==> src/rtl/dot_matrix_row_scanner_pkg.sv <==
// Shared geometry for the 7x5 dot-matrix display path (scanner and pattern mux).
// Latency: n/a (constants and a pure index helper).
// Backpressure: n/a.
package dot_matrix_pkg;

  localparam int ROWS    = 7;
  localparam int COLS    = 5;
  localparam int FRAME_W = ROWS * COLS;

  // Flat frame bit index of pixel (row r, column c).
  function automatic int pix_idx(input int r, input int c);
    return r * COLS + c;
  endfunction

endpackage

==> src/rtl/dot_matrix_row_scanner_if.sv <==
// Frame-in / drive-out bundle between the pattern source and the row scanner.
// Latency: n/a (wires only).
// Backpressure: none; the frame is a static level sampled once per scan.
interface dot_matrix_row_scanner_if;
  import dot_matrix_pkg::*;

  logic               en;
  logic [FRAME_W-1:0] frame;
  logic [ROWS-1:0]    row;
  logic [COLS-1:0]    col_n;
  logic               frame_sync;

  modport master (output en, output frame, input row, input col_n, input frame_sync);
  modport slave  (input en, input frame, output row, output col_n, output frame_sync);

endinterface

==> src/rtl/dot_matrix_row_scanner_slot_timer.sv <==
// Slot/row counters for the scanner; flags the frame-start slot and the lit part of each slot.
// Latency: strobes are combinational from the current counter state.
// Backpressure: none; en low or rst holds the counters at row 0, slot start.
module slot_timer
  import dot_matrix_pkg::*;
#(
  parameter int DIV   = 1000,
  parameter int BLANK = 16,
  localparam int CW   = $clog2(DIV),
  localparam int RW   = $clog2(ROWS)
) (
  input  logic          clk,
  input  logic          rst,
  input  logic          en,
  output logic [CW-1:0] cnt,
  output logic [RW-1:0] row,
  output logic          frame_start,
  output logic          lit
);

  localparam logic [CW-1:0] CNT_LAST = CW'(DIV - 1);
  localparam logic [CW-1:0] CNT_LIT  = CW'(BLANK);
  localparam logic [RW-1:0] ROW_LAST = RW'(ROWS - 1);

  // Frame starts on the very first cycle of row 0; the slot is lit once blanking is over.
  assign frame_start = en && (cnt == '0) && (row == '0);
  assign lit         = (cnt >= CNT_LIT);

  // Advance the slot counter every enabled cycle and step the row at the slot end.
  always_ff @(posedge clk) begin
    if (rst || !en) begin
      cnt <= '0;
      row <= '0;
    end else if (cnt == CNT_LAST) begin
      cnt <= '0;
      row <= (row == ROW_LAST) ? '0 : row + RW'(1);
    end else begin
      cnt <= cnt + CW'(1);
    end
  end

endmodule

==> src/rtl/dot_matrix_row_scanner.sv <==
// Time-multiplexed 7x5 LED driver: one-hot row anodes, active-low column sinks, shadowed frame.
// Latency: outputs are registered and reflect the previous cycle's slot/row; frame_sync 1 cycle after latch.
// Backpressure: none; en low darkens the display on the next edge and restarts the scan at row 0.
module dot_matrix_row_scanner
  import dot_matrix_pkg::*;
#(
  parameter int DIV   = 1000,
  parameter int BLANK = 16
) (
  input  logic                     clk,
  input  logic                     rst,
  dot_matrix_row_scanner_if.slave  bus
);

  localparam int CW = $clog2(DIV);
  localparam int RW = $clog2(ROWS);

  logic [CW-1:0]      cnt;
  logic [RW-1:0]      row_idx;
  logic               frame_start;
  logic               lit;
  logic [FRAME_W-1:0] shadow;
  logic [ROWS-1:0]    row_q;
  logic [COLS-1:0]    col_n_q;
  logic               frame_sync_q;

  slot_timer #(
    .DIV   (DIV),
    .BLANK (BLANK)
  ) u_slot_timer (
    .clk         (clk),
    .rst         (rst),
    .en          (bus.en),
    .cnt         (cnt),
    .row         (row_idx),
    .frame_start (frame_start),
    .lit         (lit)
  );

  // The counter value itself is only needed inside the timer; strobes carry what we use.
  logic unused_cnt;
  assign unused_cnt = ^cnt;

  // Shadow the frame once per scan and drive the registered row/column outputs.
  // The latch cycle is always blanked (cnt 0 < BLANK), so the first lit cycle already sees the new shadow.
  always_ff @(posedge clk) begin
    if (rst) begin
      shadow       <= '0;
      row_q        <= '0;
      col_n_q      <= '1;
      frame_sync_q <= 1'b0;
    end else if (!bus.en) begin
      row_q        <= '0;
      col_n_q      <= '1;
      frame_sync_q <= 1'b0;
    end else begin
      frame_sync_q <= frame_start;
      if (frame_start) begin
        shadow <= bus.frame;
      end
      if (lit) begin
        row_q   <= ROWS'(1) << row_idx;
        col_n_q <= ~shadow[pix_idx(int'(row_idx), 0) +: COLS];
      end else begin
        row_q   <= '0;
        col_n_q <= '1;
      end
    end
  end

  assign bus.row        = row_q;
  assign bus.col_n      = col_n_q;
  assign bus.frame_sync = frame_sync_q;

endmodule

==> src/flat_wrapper.sv <==
// flat-port wrapper written by rule: the top's interface ports become plain ports
module dot_matrix_row_scanner_flat import dot_matrix_pkg::*;
#(
  parameter int DIV   = 1000,
  parameter int BLANK = 16
)
  (clk, rst, bus_en, bus_frame, bus_row, bus_col_n, bus_frame_sync);
  dot_matrix_row_scanner_if bus_i ();
  input  logic clk;
  input  logic rst;
  input wire logic [$bits(bus_i.en)-1:0] bus_en;
  input wire logic [$bits(bus_i.frame)-1:0] bus_frame;
  output wire logic [$bits(bus_i.row)-1:0] bus_row;
  output wire logic [$bits(bus_i.col_n)-1:0] bus_col_n;
  output wire logic [$bits(bus_i.frame_sync)-1:0] bus_frame_sync;
  assign bus_i.en = bus_en;
  assign bus_i.frame = bus_frame;
  assign bus_row = bus_i.row;
  assign bus_col_n = bus_i.col_n;
  assign bus_frame_sync = bus_i.frame_sync;
  dot_matrix_row_scanner #(.DIV(DIV), .BLANK(BLANK)) u_core (.clk(clk), .rst(rst), .bus(bus_i));
endmodule
==> config.mk <==
export PLATFORM = sky130hd
export DESIGN_NAME = dot_matrix_row_scanner_flat
export DESIGN_NICKNAME = d
export VERILOG_FILES = /design/src/rtl/dot_matrix_row_scanner_pkg.sv /design/src/rtl/dot_matrix_row_scanner_if.sv /design/src/rtl/dot_matrix_row_scanner_slot_timer.sv /design/src/rtl/dot_matrix_row_scanner.sv /design/src/flat_wrapper.sv
export SDC_FILE = /design/constraint.sdc
export NUM_CORES = 1
export LEC_CHECK = 0
export ABC_CLOCK_PERIOD_IN_PS = 1900
export CAP_MARGIN = 20
export CORE_MARGIN = 1
export CORE_UTILIZATION = 50
export DETAILED_ROUTE_END_ITERATION = 6
export PLACE_DENSITY_LB_ADDON = 0.25
export SYNTH_ARGS = -nofsm -noshare
export SYNTH_HDL_FRONTEND = slang
export SYNTH_SLANG_ARGS = --single-unit
==> constraint.sdc <==
create_clock -name clk -period 1.9 [get_ports clk]
set_clock_uncertainty 0.05 [all_clocks]
set_input_delay 0.57 -clock clk [delete_from_list [all_inputs] [get_ports clk]]
set_output_delay 0.57 -clock clk [all_outputs]
set_load 0.01 [all_outputs]
# After elaboration in Yosys (flattened, before gate mapping)
# Cells that the tools add are included.
# W data, S select, Z words.
# word_totals
wordCells,28
ff_bits,61
# classes
bitwise,3
n_reduce_logical,10
multipliers,1
muxes,1
eq_ne,2
shifts,2
order_cmp,1
addsub,2
# ops
operator,count
$shiftx A35 B32 Y5,1
$add A10 B1 Y10 const B,1
$eq A10 B10 Y1 const B,1
$ge A10 B5 Y1 const B,1
$logic_not A10 Y1,1
$shl A1 B3 Y7 const A,1
$mul A3 B3 Y6 const B,1
$not A5 Y5,1
$reduce_or A2 Y1,2
$add A3 B1 Y3 const B,1
$eq A3 B3 Y1 const B,1
$logic_not A3 Y1,1
$mux W3,1
$reduce_or A3 Y1,1
$logic_and A1 B1 Y1,2
$not A1 Y1,2
$reduce_and A2 Y1,1
$logic_not A1 Y1,1
$logic_or A1 B1 Y1,1

# Logic depth before layout (Yosys ltp)
# logic_depth
word_depth,4
ltp_mapped,6

# Cells and area by module
# Synthesis repeated with hierarchy kept, for this count alone.
# hier_totals
cells_unflattened,283
hier_area_um2,2472.4
# by_module_without_submodules
module,area_each_um2,cells_each,instances
dot_matrix_row_scanner,1815.5,205,1
slot_timer,656.9,78,1

# Least setup slack after synthesis
# No wires, ideal clock.
# synth_path
kind,input to register
start,in rst
end,"reg u_core.row_q[4], in the netlist u_core.bus.row[4]"
t_required_ns,1.772
t_arrival_ns,1.554
slack_ns,0.218
path_buffers,2
cell_stages,6
setup_ns,0.078
path_cell_list,buf_2 -> nand2b_1 -> clkbuf_1 -> a31oi_2 -> nand2b_1 -> nor3_1
# synth_via
elab_chain_cells,1
# synth_rtl
element,line_no,text
start: declaration,flat_wrapper.sv:10,input logic rst;
$reduce_or A3 Y1 (no line),-,
end signal: assignment,dot_matrix_row_scanner.sv:62,row_q <= ROWS'(1) << row_idx;
end: declaration,dot_matrix_row_scanner.sv:23,logic [ROWS-1:0] row_q;
# No other way between the ends.
# A chain may end at the register's enable or synchronous reset.

# Final worst setup path
# layout_path
start,"reg u_core.col_n_q[4], in the netlist u_core.bus.col_n[4]"
end,out bus_col_n[4]
# layout_lines
element,line_no,text
start: declaration,dot_matrix_row_scanner.sv:24,logic [COLS-1:0] col_n_q;
start signal: assignment,dot_matrix_row_scanner.sv:63,"col_n_q <= ~shadow[pix_idx(int'(row_idx), 0) +: COLS];"
end: declaration,flat_wrapper.sv:14,output wire logic [$bits(bus_i.col_n)-1:0] bus_col_n;
# No word-level cell between the ends.

==> results.json <==
{
  "outcome": "finished clean",
  "htree_num_levels": 3,
  "synthToLayoutAreaGrowth_pct": 27.79,
  "setup_viol": 0,
  "finalNetCount": 428,
  "cpPeakStageDelay_ns": 0.53,
  "synth_area_leaders": "dfxtp_1, or3_1, o21ai_0, a21oi_1, mux2i_1",
  "n_antenna_cell": 0,
  "final_common_cell": "dfxtp_1",
  "grt_first_pass_wirelength_mm": 10.34,
  "post_cts_buffers": 0,
  "path_max_fanout": 1,
  "die_area_um2": 5960,
  "num_vias": 2471,
  "drt_iter0_markers": 136,
  "dp_slack_ns": -0.1470,
  "hold_path.class": "register to register",
  "wl_per_cell_um": 12.65,
  "drv_cap": 0,
  "drt-vias-per-instance": 5.314,
  "crit_required_ns": 1.28,
  "timing_hold_violations_final": 0,
  "rsz0062_at_grt": "no",
  "pwr-share-seq": 0.470,
  "fin_crit_sh": 0.9575,
  "powerDensity_nw_per_um2": 796.2,
  "grt_max_degree": 72,
  "die_width_um": 77.20,
  "utilization": 0.6603,
  "clk_latency_ns": 0.34,
  "clk_pin_slew_ns": 0.07,
  "drive_above_1_share": 0.08397,
  "peakVddDrop_uv": 469.6,
  "syn_nets": 386,
  "intPower_w": 0.002241,
  "swShare": 0.2212,
  "switchingPower_w": 0.0006364,
  "ctsHoldBuffers": 0,
  "core_um2": 5473,
  "cts_buffers": 9,
  "globalRouteTotalUtil": 0.2192,
  "gp_congestion": 0.7880,
  "synth_seq_area_share": 0.4319,
  "cts_tree": "yes",
  "finalWorstSetupSlack_ns": 0.08084,
  "critPathTopFamily": "buffers and inverters",
  "cts_root_buf": "clkbuf_8",
  "max_freq_mhz": 549.7,
  "worst-path-buf-inv": 1,
  "synth_warnings": 0,
  "yosys.area.top_type_share": 0.4319,
  "grt_pass1_vias": 2289,
  "p_leak_nw": 1.407,
  "most-common-layout-cells": "dfxtp_1, clkdlybuf4s50_1, o21ai_0",
  "postCtsResizedCells": 0,
  "synth_cell_type_count": 40,
  "ios": 51,
  "share_comb_of_total_power": 0.087,
  "clkSinkCount": 61,
  "worst_setup_path_end_kind": "output pin",
  "critPathLaunchType": "register",
  "drv_slew": 0,
  "n_fill_cell": 489,
  "synth_seq_cells": 61,
  "power_frac_clock": 0.443,
  "tightest_slew_ns": 0.3734,
  "cp.arrival_ns": 1.20,
  "fin_crit_ns": 1.819,
  "row_count": 27,
  "clk_path_buf_depth": 2,
  "synth.avg_cell_area_um2": 8.173,
  "finalPower_w": 0.002877,
  "grt_overflow": 0,
  "port_buffers": 50,
  "grt_antenna_before_repair": 0,
  "yosysTopAreaCell": "dfxtp_1",
  "slowest_stage": "clkdlybuf4s50_1",
  "ant_nets": 0,
  "drc": 0,
  "worstPathCellList": "clkdlybuf4s50_1",
  "critical_path_class": "register to output pin",
  "dp_hpwl_mm": 3.919,
  "syn_inst": 346,
  "netlist_area_um2": 2828,
  "start_util": 0.5167,
  "maxSlewHeadroom": 0.7511,
  "die_y_um": 77.20,
  "routed_wl_mm": 5.882,
  "first_pass_iters": 4
}
==> worst reg2reg max path, delay by kind of cell (launching register included) <==
kind            cells  cell delay, ns
simple gates        2            0.52
flops               1            0.39
fa+ha+maj           1            0.23
compound gates      2            0.40
==> through the flow <==
step,hold WS [ns],std cells,setup TNS (ns),area (µm²)
3_3_place_gp,0.4010,449,-2.664,3390
3_5_place_dp,0.4163,449,-4.225,3390
5_1_grt,0.4561,465,0,3613
2_1_floorplan,0.3758,346,0,2828
4_1_cts,0.4250,465,0,3613
6_report,0.4234,465,0,3613
==> cell usage after synthesis <==
cell,n
a22oi_1,1
a21o_1,4
nand3_1,4
and3_1,5
o21a_1,2
buf_6,1
or2_2,1
a31oi_2,1
inv_1,38
nand4b_1,2
a31oi_1,1
nor2_1,16
or3_1,37
mux2i_1,15
xor2_1,3
nand2_1,12
nand3b_1,4
and4b_1,1
o22ai_1,4
clkbuf_2,4
nor3b_1,2
nor2b_1,1
nor3_4,1
nor3_1,2
nand2b_1,4
buf_2,6
nand4_1,2
xnor2_1,2
a21oi_1,38
ha_1,2
dfxtp_1,61
o32ai_1,1
mux2_2,1
clkbuf_1,18
nand4_4,1
a211o_1,1
nand3_2,1
and2_1,1
nor2_2,1
o21ai_0,44
==> layout make-up <==
type / count / area, µm² / area share
flip-flops and latches: 61 / 1221 / 0.3379
multi-input cells: 218 / 1335 / 0.3695
clock inverters: 6 / 86.33 / 0.02389
repair buffers: 60 / 600.6 / 0.1662
well taps: 72 / 90.09 / 0.02493
inverters: 38 / 142.6 / 0.03947
clock buffers: 10 / 137.6 / 0.03809
==> worst paths after layout <==
check,from,to,slack (ns),cells past startpoint
worst max-delay path,u_core.bus.col_n[4],bus_col_n[4],0.08,1
worst min-delay path,u_core.shadow[6],u_core.shadow[6],0.42,2
worst max register to register,u_core.u_slot_timer.cnt[0],u_core.u_slot_timer.row[1],0.20,5
worst min register to register,u_core.shadow[6],u_core.shadow[6],0.42,2
==> power groups by stage <==
stage          clock network (W)  registers (W)  logic [W]
6_report                 0.00127        0.00135   0.000250
3_5_place_dp                   0        0.00138   0.000251
4_1_cts                  0.00129        0.00135   0.000252
3_3_place_gp                   0        0.00138   0.000245
5_1_grt                  0.00137        0.00136   0.000282
2_1_floorplan                  0        0.00137   0.000138
==> sequential cells by signal (all words and copies together), names as in the netlist <==
register / flops
u_core.shadow: 35
u_core.bus.row: 7
u_core.u_slot_timer.row: 3
u_core.bus.col_n: 5
u_core.bus.frame_sync: 1
u_core.u_slot_timer.cnt: 10
==> per-layer routing <==
layer  track usage  vias up  routed length, µm
li1              -     1259                  -
met1        0.2821     1143               2860
met2        0.3381       61               2747
met3       0.05000        8                192
met4        0.1189        0                 82
met5             0        -                  0
==> kinds of logic after synthesis <==
logic type                 count (synthesis)  synth area share
and+or+nand+nor                           98            0.2053
AOI/OAI and AO/OA                         97            0.1854
buffers and inverters                     67           0.09602
DFF                                       61            0.4319
muxes                                     16           0.05708
xor gates and xnor gates                   5           0.01549
adders and majority gates                  2          0.008848
Power figures use the tool's default switching activity.
